<file path="config.mk">
export PLATFORM = sky130hd
export DESIGN_NAME = cve2_obi_arbiter
export DESIGN_NICKNAME = d
export VERILOG_FILES = /design/src/rtl/cve2_obi_arbiter.sv
export SDC_FILE = /design/constraint.sdc
export NUM_CORES = 1
export LEC_CHECK = 0
export ABC_AREA = 0
export CAP_MARGIN = 20
export CORE_AREA = 2 2 109 111
export CTS_CLUSTER_SIZE = 8
export DETAILED_ROUTE_END_ITERATION = 7
export DIE_AREA = 0 0 111 113
export PLACE_DENSITY = 0.56
export SYNTH_ARGS = -nofsm -noshare
export SYNTH_HDL_FRONTEND = slang
export SYNTH_SLANG_ARGS = --single-unit
</file>
<file path="constraint.sdc">
create_clock -name clk_i -period 6.5 [get_ports clk_i]
set_input_delay 1.95 -clock clk_i [delete_from_list [all_inputs] [get_ports clk_i]]
set_output_delay 1.95 -clock clk_i [all_outputs]
set_load 0.02 [all_outputs]
</file>
<file path="src/rtl/cve2_obi_arbiter.sv">
// Two-to-one OBI arbiter: shares one memory port between the instruction-fetch
// and load/store requesters. It tracks the owner of each outstanding
// transaction so that in-order responses return to the right requester.
module cve2_obi_arbiter #(
  parameter int unsigned MaxOutstanding = 2,    // 1..4
  parameter bit          DataPriority   = 1'b1  // 1: data fixed priority, 0: round-robin
) (
  input  logic        clk_i,
  input  logic        rst_ni,

  input  logic        instr_req_i,
  output logic        instr_gnt_o,
  output logic        instr_rvalid_o,
  input  logic [31:0] instr_addr_i,
  output logic [31:0] instr_rdata_o,
  output logic        instr_err_o,

  input  logic        data_req_i,
  output logic        data_gnt_o,
  output logic        data_rvalid_o,
  input  logic        data_we_i,
  input  logic [3:0]  data_be_i,
  input  logic [31:0] data_addr_i,
  input  logic [31:0] data_wdata_i,
  output logic [31:0] data_rdata_o,
  output logic        data_err_o,

  output logic        mem_req_o,
  input  logic        mem_gnt_i,
  input  logic        mem_rvalid_i,
  output logic        mem_we_o,
  output logic [3:0]  mem_be_o,
  output logic [31:0] mem_addr_o,
  output logic [31:0] mem_wdata_o,
  input  logic [31:0] mem_rdata_i,
  input  logic        mem_err_i,

  output logic        unexp_rsp_o
);

  localparam logic       OwnerInstr = 1'b0;
  localparam logic       OwnerData  = 1'b1;
  localparam logic [2:0] MaxCnt     = 3'(MaxOutstanding);

  logic                      lock_q, lock_d;
  logic                      lock_owner_q, lock_owner_d;
  logic                      last_owner_q, last_owner_d;
  logic [2:0]                count_q, count_d;
  // Owner FIFO as a shift register; bit 0 is the oldest outstanding owner.
  logic [MaxOutstanding-1:0] fifo_q, fifo_d;
  logic                      unexp_q, unexp_d;

  logic       sel;
  logic       sel_req;
  logic       not_full;
  logic       push;
  logic       pop;
  logic [2:0] wr_idx;

  // Owner selection: a stalled address phase keeps its owner until granted.
  always_comb begin
    if (lock_q) begin
      sel = lock_owner_q;
    end else if (instr_req_i && data_req_i) begin
      sel = DataPriority ? OwnerData : ~last_owner_q;
    end else if (instr_req_i) begin
      sel = OwnerInstr;
    end else begin
      sel = OwnerData;
    end
  end

  // Address-phase mux and combinational grant/response routing.
  always_comb begin
    not_full  = (count_q < MaxCnt);
    sel_req   = (sel == OwnerData) ? data_req_i : instr_req_i;
    // No bypass when full: a pop in the same cycle does not free a slot early.
    mem_req_o = sel_req && not_full;
    push      = mem_req_o && mem_gnt_i;
    pop       = mem_rvalid_i && (count_q != 3'd0);

    if (sel == OwnerData) begin
      mem_we_o    = data_we_i;
      mem_be_o    = data_be_i;
      mem_addr_o  = data_addr_i;
      mem_wdata_o = data_wdata_i;
    end else begin
      mem_we_o    = 1'b0;
      mem_be_o    = 4'hF;
      mem_addr_o  = instr_addr_i;
      mem_wdata_o = 32'h0;
    end

    instr_gnt_o    = push && (sel == OwnerInstr);
    data_gnt_o     = push && (sel == OwnerData);
    instr_rvalid_o = pop && (fifo_q[0] == OwnerInstr);
    data_rvalid_o  = pop && (fifo_q[0] == OwnerData);
    instr_rdata_o  = mem_rdata_i;
    data_rdata_o   = mem_rdata_i;
    instr_err_o    = mem_err_i;
    data_err_o     = mem_err_i;
    unexp_rsp_o    = unexp_q;
  end

  // Next-state for lock, round-robin history, owner FIFO and the sticky error.
  always_comb begin
    lock_d       = lock_q;
    lock_owner_d = lock_owner_q;
    last_owner_d = last_owner_q;
    count_d      = count_q;
    fifo_d       = fifo_q;
    unexp_d      = unexp_q;
    wr_idx       = pop ? (count_q - 3'd1) : count_q;

    if (mem_req_o && !mem_gnt_i) begin
      lock_d       = 1'b1;
      lock_owner_d = sel;
    end else if (push) begin
      lock_d = 1'b0;
    end

    if (pop) begin
      fifo_d = fifo_q >> 1;
    end
    if (push) begin
      last_owner_d = sel;
      for (int i = 0; i < int'(MaxOutstanding); i++) begin
        if (wr_idx == 3'(i)) begin
          fifo_d[i] = sel;
        end
      end
    end

    case ({push, pop})
      2'b10:   count_d = count_q + 3'd1;
      2'b01:   count_d = count_q - 3'd1;
      default: count_d = count_q;
    endcase

    if (mem_rvalid_i && (count_q == 3'd0)) begin
      unexp_d = 1'b1;
    end
  end

  // State registers with asynchronous active-low reset.
  always_ff @(posedge clk_i or negedge rst_ni) begin
    if (!rst_ni) begin
      lock_q       <= 1'b0;
      lock_owner_q <= OwnerInstr;
      last_owner_q <= OwnerInstr;
      count_q      <= 3'd0;
      fifo_q       <= '0;
      unexp_q      <= 1'b0;
    end else begin
      lock_q       <= lock_d;
      lock_owner_q <= lock_owner_d;
      last_owner_q <= last_owner_d;
      count_q      <= count_d;
      fifo_q       <= fifo_d;
      unexp_q      <= unexp_d;
    end
  end

endmodule
</file>
==> results_dict.tcl <==
set metrics [dict create \
    fin_util 0.2856 \
    period_share 0.9101 \
    numCtsBuffers 3 \
    antenna_found_initial 0 \
    syn_area_sq_um 1667 \
    ctsHtreeMaxLevel 1 \
    areaGrowthSynthToFinish_pct 93.17 \
    drcViolationCount 0 \
    cp-end-kind "output pin" \
    arrival_ns 3.97 \
    fillers 1199 \
    ctsHoldBuffers 0 \
    core_sq_um 11270 \
    dp.cells 452 \
    gp_congestion 0.8496 \
    place_area_sq_um 3144 \
    hold_depth 1 \
    cts_resized 0 \
    grt-ovfl-total 0 \
    die_x_um 111 \
    ys_ff_latch 8 \
    hpwl_um 5922 \
    cap_violations 0 \
    cts-root-buf "clkbuf_16" \
    layout_commonest_cell "clkdlybuf4s50_1" \
    grt_pass1_vias 1921 \
    syn_area_per_cell_sq_um 8.250 \
    grt_pass1_wl_um 10150 \
    worst-r2r-setup-slack_ns 3.88 \
    synthesis.nets 346 \
    track_usage 0.1014 \
    crit_required_ns 4.55 \
    total_leakage_power_nw 1.303 \
    wire_per_inst_um 15.20 \
    cts.sinks 8 \
    diodes 0 \
    layout.cells.most_common_list "clkdlybuf4s50_1, and3_1, mux2_2" \
    dr_total_vias 1781 \
    fmax_mhz 169.0 \
    finalMaxSlewViolations 0 \
    hold_viol 0 \
    ioPinCount 281 \
    status "finished clean" \
    rsz0062_at_grt "no" \
    clockBufferDepth 2 \
    pwr_density_cell_nw_per_um2 309.0 \
    nNetsFinal 458 \
    postCtsSetupRepairBufs 0 \
    port_buffers 181 \
    yosys_warnings 0 \
    clk_pin_slew_ns 0.04 \
    reg2regPathDepth 7 \
    first_pass_iters 4 \
    netlist_instances 202 \
    final_cells 455 \
    ys_types 26 \
    min_period_ns 5.915 \
    finalSetupViolations 0 \
    final.setup.tns_ns 0 \
    relSlewSlack 0.3510 \
    clock_skew_ns 0.003503 \
    clock_latency_ns 0.24 \
    initial_core_util 0.1479 \
    rows 39 \
    fin_area_sq_um 3219 \
    die_height_um 113 \
    cts_tree "built" \
    worstSetupPathType "input pin to output pin" \
    yosysSeqAreaShare 0.1201 \
    layout-drive-gt1-share 0.1250 \
    ir_drop_v 0.0001295 \
    cp_max_fo 35 \
    worst_pin_slew_ns 0.9735 \
    drt_iter0_markers 42 \
    drt_wl_total_um 6918 \
    ant_nets 0 \
    worst_hold_path_type "flop to flop" \
    die-area_sq_um 12540 \
    grt_start_max_net_pins 37 \
    critical_path.startpoint_type "input pin" \
    viasPerCell 3.914 \
]
[path summary, 6_finish.rpt]
check	from	to
setup / recovery	data_req_i	mem_addr_o[13]
hold / removal	unexp_rsp_o	unexp_rsp_o
setup reg to reg	lock_owner_q	count_q[2]
hold reg to reg	unexp_rsp_o	unexp_rsp_o
max in group asynchronous	rst_ni	fifo_q[1]
min in group asynchronous	rst_ni	count_q[0]
[synth_stat cells]
library cell / count / share of area
o21ai_0: 1 / 0.0030
nor2b_1: 1 / 0.0038
mux2_1: 1 / 0.0068
and2b_1: 1 / 0.0045
mux2i_1: 4 / 0.024
buf_4: 67 / 0.30
and2_1: 1 / 0.0038
ha_1: 4 / 0.030
nor4_4: 1 / 0.013
and3_1: 34 / 0.13
or3_1: 1 / 0.0038
nand4b_1: 1 / 0.0053
nand4_1: 2 / 0.0075
dfrtp_1: 8 / 0.12
inv_1: 5 / 0.011
nor2_1: 7 / 0.016
nand2_1: 7 / 0.016
o21bai_1: 2 / 0.0090
clkbuf_1: 6 / 0.014
xnor2_1: 3 / 0.016
a21oi_2: 1 / 0.0053
mux2_2: 32 / 0.22
xor2_1: 1 / 0.0053
nand2b_1: 6 / 0.023
nand3_1: 2 / 0.0060
buf_2: 3 / 0.0090
[worst max-delay path, cell delays in order]
cell and delay (ns):
clkdlybuf4s50_1 0.46, nor2_1 0.12, nand2_1 0.09, nand2_1 0.12, buf_12 0.24, mux2_2 0.40
clkdlybuf4s50_1 0.56
[metrics by stage]
stage / setup WS, ns / power (W) / hold slack, ns
after global placement: 0.5707 / 0.0008938 / 0.4725
after detailed placement: 0.5903 / 0.0008966 / 0.4776
after global routing: 0.4535 / 0.001055 / 0.5364
after CTS: 0.5827 / 0.001010 / 0.4884
final: 0.5845 / 0.0009948 / 0.4774
after floorplan: 1.539 / 0.0005782 / 0.4716
[area by class of cell]
class                   instances  area, sq um  share of cell area
inverters                       5        18.77            0.005830
clock buffers                   3        75.07             0.02332
multi-input cells             113        907.1              0.2818
flip-flops and latches          8        200.2             0.06218
repair buffers                183         1839              0.5713
well taps                     143        178.9             0.05558
[state kept, by name (all words and copies together), names as in the netlist]
register      count
unexp_rsp_o       1
count_q           3
lock_q            1
lock_owner_q      1
fifo_q            2
[power breakdown]
part            total, W  internal (W)  switching (W)  leakage, nW
logic           0.000793      0.000414       0.000378         1.17
clock network   0.000105     0.0000795      0.0000258       0.0370
registers      0.0000968     0.0000718      0.0000250       0.0954
total           0.000995      0.000566       0.000429         1.30
[per-layer routing]
layer | GRT usage | share of wire | vias to the layer above
met1 | 0.1289 | 0.42 | 795
met3 | 0.02839 | 0.089 | 35
met4 | 0.04250 | 0.033 | 0
met5 | 0 | 0 | -
li1 | - | - | 835
met2 | 0.1620 | 0.45 | 116
[cells by family after synthesis]
logic type               share of synthesized area
adder cells (fa/ha/maj)                    0.03003
multiplexers                                0.2470
XOR/XNOR                                   0.02102
AND/OR/NAND/NOR                             0.2290
flip-flops                                  0.1201
buffers and inverters                       0.3356
AO/OA/AOI/OAI                              0.01726
Note: power is estimated with default switching activity, not from simulation.
==> patch 1: new RTL, same settings <==
Put a register stage on the output `instr_err_o`, with the module's reset. The value now appears one clock later. The other outputs are not delayed to match.
--- a/src/rtl/cve2_obi_arbiter.sv
+++ b/src/rtl/cve2_obi_arbiter.sv
@@ -42,4 +42,6 @@
   localparam logic       OwnerData  = 1'b1;
   localparam logic [2:0] MaxCnt     = 3'(MaxOutstanding);
+
+  logic instr_err_d;
 
   logic                      lock_q, lock_d;
@@ -98,5 +100,5 @@
     instr_rdata_o  = mem_rdata_i;
     data_rdata_o   = mem_rdata_i;
-    instr_err_o    = mem_err_i;
+    instr_err_d    = mem_err_i;
     data_err_o     = mem_err_i;
     unexp_rsp_o    = unexp_q;
@@ -162,3 +164,11 @@
   end
 
+  always_ff @(posedge clk_i or negedge rst_ni) begin
+    if (!rst_ni) begin
+      instr_err_o <= '0;
+    end else begin
+      instr_err_o <= instr_err_d;
+    end
+  end
+
 endmodule
Behaviour: not the same (a bounded check fails within 4 cycles, from zero or initial values and one cycle with rst_ni low).
==> patch 1 against the original RTL <==
  * Die area did not move
  * Clock skew barely moved
  * Design area rose by 2.2%
  * Wire length fell by 1.4%
  * Sequential power rose by 5%
  * Critical endpoint is now mem_addr_o[31]
  * Largest cell class unchanged
  * Sequential cell count rose by 1
  * First-iteration DRC count fell by 9.5%
  * Power rose by 1.3%
  * Worst setup slack improved by 0.028 ns
  * Synthesized area rose by 1.1%
  * Largest power group unchanged
  * Worst hold slack barely moved
  * Final cell count rose by 1.5%
==> patch 1: results (changes against the original RTL) <==
* Hold Path Depth at 1 (unchanged)
* Largest net degree at the start of global routing at 37 (unchanged)
* Storage element area at 225.2 µm² (+13%)
* Layout filler cell count at 1211 (+1.0%)
* DR vias/cell at 3.812 (-2.6%)
* CP Max Fanout at 23 (-34%)
* Status: completed
* Buffers on Ports at 184 (+1.7%)
* Htree depth at 1 (unchanged)
* Clock transition at path regs at 0.04 ns (about the same)
* Synthesized net count at 346 (unchanged)
* Adder-cell share of the synthesized area at 0.02972 (-0.0003123)
* Placer Congestion at 0.8347 (-1.8%)
* Biggest area consumer among synthesized cells: buf_4
* Global Route Usage Sum at 0.09937 (-0.002003)
* Antenna violations before repair at 0 (unchanged)
* Resized Gates After CTS at 0 (unchanged)
* Layout cells sized above 1 at 0.1317 (+0.006661)
* Clk_skew at 0.003307 ns (-0.0001960 ns)
* ANT cells at 0 (unchanged)
* Compound-Gate Fraction of Synth Area at 0.01709 (-0.0001796)
* Synth cell types at 26 (unchanged)
* Combinational Power Share at 0.790 (-0.007)
* TritonRoute pass-1 iters at 4 (unchanged)
* DP Wirelength at 5769 µm (-2.6%)
* Slowest Stage Delay on Critical Path at 0.56 ns (about the same)
* DP Area at 3194 µm² (+1.6%)
* Starting DRT DRC Count at 38 (-9.5%)
* Vias at 1761 (-1.1%)
* Routed wire per std cell at 14.76 µm (-2.9%)
* Reg2Reg Launch Point: lock_q
* Ys flop type: dfrtp_1
* Arr. time, crit path at 3.94 ns (-0.03 ns)
* Synth top area cells: buf_4, mux2_2, dfrtp_1
* Hold WC Path Type: flop to flop
* First-pass GRT wire length at 9956 µm (-1.9%)
* Commonest cells in the netlist: buf_4, and3_1, mux2_2
* CP Launch Point: data_req_i
* Placed cells at 457 (+1.1%)
* Clock tree buffer depth at 2 (unchanged)
* Top flop regs: count_q x3, fifo_q x2
* Warnings, synthesis at 0 (unchanged)
* Sequential-to-total area share from yosys stat at 0.1337 (+0.01361)
* Clock group at 0.109 mW (+4%)
* Leakage at 1.340 nW (+2.8%)
* Setup Buffers After CTS at 0 (unchanged)
* Worst Hold Launch: unexp_rsp_o
* Worst Setup Slack post-DPL at 0.5679 ns (-0.02241 ns)
* Synth Area per Inst at 8.337 µm² (+1.1%)
* Worst slew margin at 0.7121 (+0.3611)
* Synth async-reset ratio at 1.000 (unchanged)
* Multiplexer share of the synthesized area at 0.2444 (-0.002569)
* Switching Power at 0.4306 mW (+0.36%)
* Synth Area in XOR/XNOR at 0.02080 (-0.0002186)
* Worst path top cell family by delay: buffers and inverters
* Peak supply drop at 0.1454 mV (+12%)
* Switching portion of total power at 0.4273 (-0.004039)
* CTS root buffer: clkbuf_16
## patch 1: changes by cell type after synthesis, sizes merged
| cell | before | now |
|---|---|---|
| dfrtp | 8 | 9 |
| buf | 70 | 69 |
## patch 1: layout make-up
type                    count  area share
flip-flops and latches      9     0.06847
clock buffers               3     0.02282
well taps                 143     0.05439
inverters                   5    0.005706
repair buffers            188      0.5713
clock inverters             1    0.001521
multi-input cells         113      0.2758
## patch 1: path summary, 6_finish.rpt
| check | end | slack (ns) |
|---|---|---|
| worst min register to register | unexp_rsp_o | 0.48 |
| worst min-delay path | unexp_rsp_o | 0.48 |
| max in group asynchronous | fifo_q[0] | 4.18 |
| worst max register to register | count_q[2] | 4.53 |
| worst max-delay path | mem_addr_o[31] | 0.61 |
| min in group asynchronous | count_q[0] | 2.02 |
## patch 1: routing by layer
metal,global-route usage,up-vias,share of wire
met4,0.03583,0,0.025
met3,0.03107,24,0.088
met2,0.1730,100,0.50
li1,-,850,-
met1,0.1153,787,0.38
met5,0,-,0
==> patch 2: new RTL, same settings <==
Made on the original files. Set the parameter `MaxOutstanding` to 4 (it was 2).
--- a/src/rtl/cve2_obi_arbiter.sv
+++ b/src/rtl/cve2_obi_arbiter.sv
@@ -3,5 +3,5 @@
 // transaction so that in-order responses return to the right requester.
 module cve2_obi_arbiter #(
-  parameter int unsigned MaxOutstanding = 2,    // 1..4
+  parameter int unsigned MaxOutstanding = 4,    // 1..4
   parameter bit          DataPriority   = 1'b1  // 1: data fixed priority, 0: round-robin
 ) (
Check against the original RTL: not equivalent (Yosys sat finds a counterexample within 4 cycles, from zero or initial values and one cycle with rst_ni low).
==> patch 2 against the original RTL <==
  * Synthesized area rose by 10%
  * Design area rose by 5.5%
  * Critical path depth rose by 1
  * Power rose by 40%
  * Sequential cell count rose by 2
  * Largest power group unchanged
  * Worst setup slack got worse by 0.0081 ns
  * Sequential power rose by 16%
  * Wire length rose by 5.5%
  * First-iteration DRC count rose by 43%
  * Critical path type unchanged
  * Synthesized cell count rose by 40%
==> patch 2: results (changes against the original RTL) <==
* Status: completed
* DP Wirelength at 6251 µm (+5.6%)
* Synth Area per Inst at 6.527 µm² (-21%)
* Comb pwr at 1.16 mW (+46%)
* Clock network area share at 0.02615 (+0.002832)
* Buffering overhead at 0.5436 (-0.02767)
* Total wire length at 7301 µm (+5.5%)
* Sequential-to-total area share from yosys stat at 0.1360 (+0.01584)
* Most flops, register: fifo_q
* Clock buf count at 4 (+1)
* Sequential share of cell area at 0.07366 (+0.01148)
* Starting DRT DRC Count at 60 (+43%)
* Placer Congestion at 0.7950 (-6.4%)
* Layout cells sized above 1 at 0.03846 (-0.08654)
* DR vias/cell at 3.919 (+0.13%)
* Leakage at 1.563 nW (+20%)
* First-pass GRT wire length at 11210 µm (+10%)
* Vias in the first global route at 2179 (+13%)
* Clock group at 0.124 mW (+18%)
* Number of synthesized register bits at 10 (+2)
* Nonclk inv count at 4 (-1)
* Layout filler cell count at 1195 (-0.33%)
* Slowest Stage Delay on Critical Path at 0.62 ns (+0.06 ns)
* Footprint of the multi-input gates at 1017 µm² (+12%)
* Skew-Pair Late Insertion Delay at 0.24 ns (about the same)
* Top flop regs: fifo_q x4, count_q x3
* Worst slew pin tran at 1.032 ns (+0.05893 ns)
* Non-clk bufs at 184 (+0.55%)
* Cts bufs inserted at 3 (unchanged)
* Multi-input combinational cell count at 188 (+66%)
* Nets at 535 (+17%)
* CP Capture Point: mem_addr_o[1]
* Hold slack at 0.4751 ns (-0.002339 ns)
* Global Route Usage Sum at 0.1089 (+0.007541)
* Synth cell types at 29 (+12%)
* Pwr dens at 410.7 nW/µm² (+33%)
* CP Max Fanout at 37 (+5.7%)
* Synthesized net count at 426 (+23%)
* Storage element area at 250.2 µm² (+25%)
* Switching Power at 0.6688 mW (+56%)
* Routed wire per std cell at 13.70 µm (-9.9%)
* Peak supply drop at 0.1464 mV (+13%)
* Worst Setup Slack post-DPL at 0.5485 ns (-0.04181 ns)
* Tmin final at 5.924 ns (+0.008089 ns)
* Commonest cells in the netlist: nand2_1, buf_4, and3_1
* DP Area at 3308 µm² (+5.2%)
* Placed cells at 529 (+17%)
* Worst Hold Launch: unexp_rsp_o
* Clk_skew at 0.004108 ns (+0.0006055 ns)
* R2r worst-path depth at 6 (-1)
* Synth top area cells: buf_4, nand2_1, dfrtp_1
[patch 2: changes by cell type in the layout (fill, tap and decap cells not counted), sizes merged, moves of 2 or more]
cell	change
mux2	-30
mux2i	+6
nand4	-2
nand3	+2
nand2	+96
dfrtp	+2
nor2	+2
[patch 2: layer usage]
metal / vias up / global-route usage / wire length [µm]
li1: 1039 / - / -
met1: 918 / 0.1177 / 2788
met2: 98 / 0.2012 / 3715
met3: 34 / 0.02410 / 542
met4: 0 / 0.05333 / 255
met5: - / 0 / 0
[patch 2: cells by family (layout without fill, tap and decap cells)]
kind of cell | after synthesis | count (layout) | share of synthesized area
flip-flops | 10 | 10 | 0.1360
buffers and inverters | 84 | 192 | 0.3113
AO/OA/AOI/OAI | 5 | 5 | 0.01972
adder cells (fa/ha/maj) | 4 | 4 | 0.02719
XOR/XNOR | 5 | 5 | 0.02379
AND/OR/NAND/NOR | 161 | 161 | 0.4072
multiplexers | 13 | 13 | 0.07478
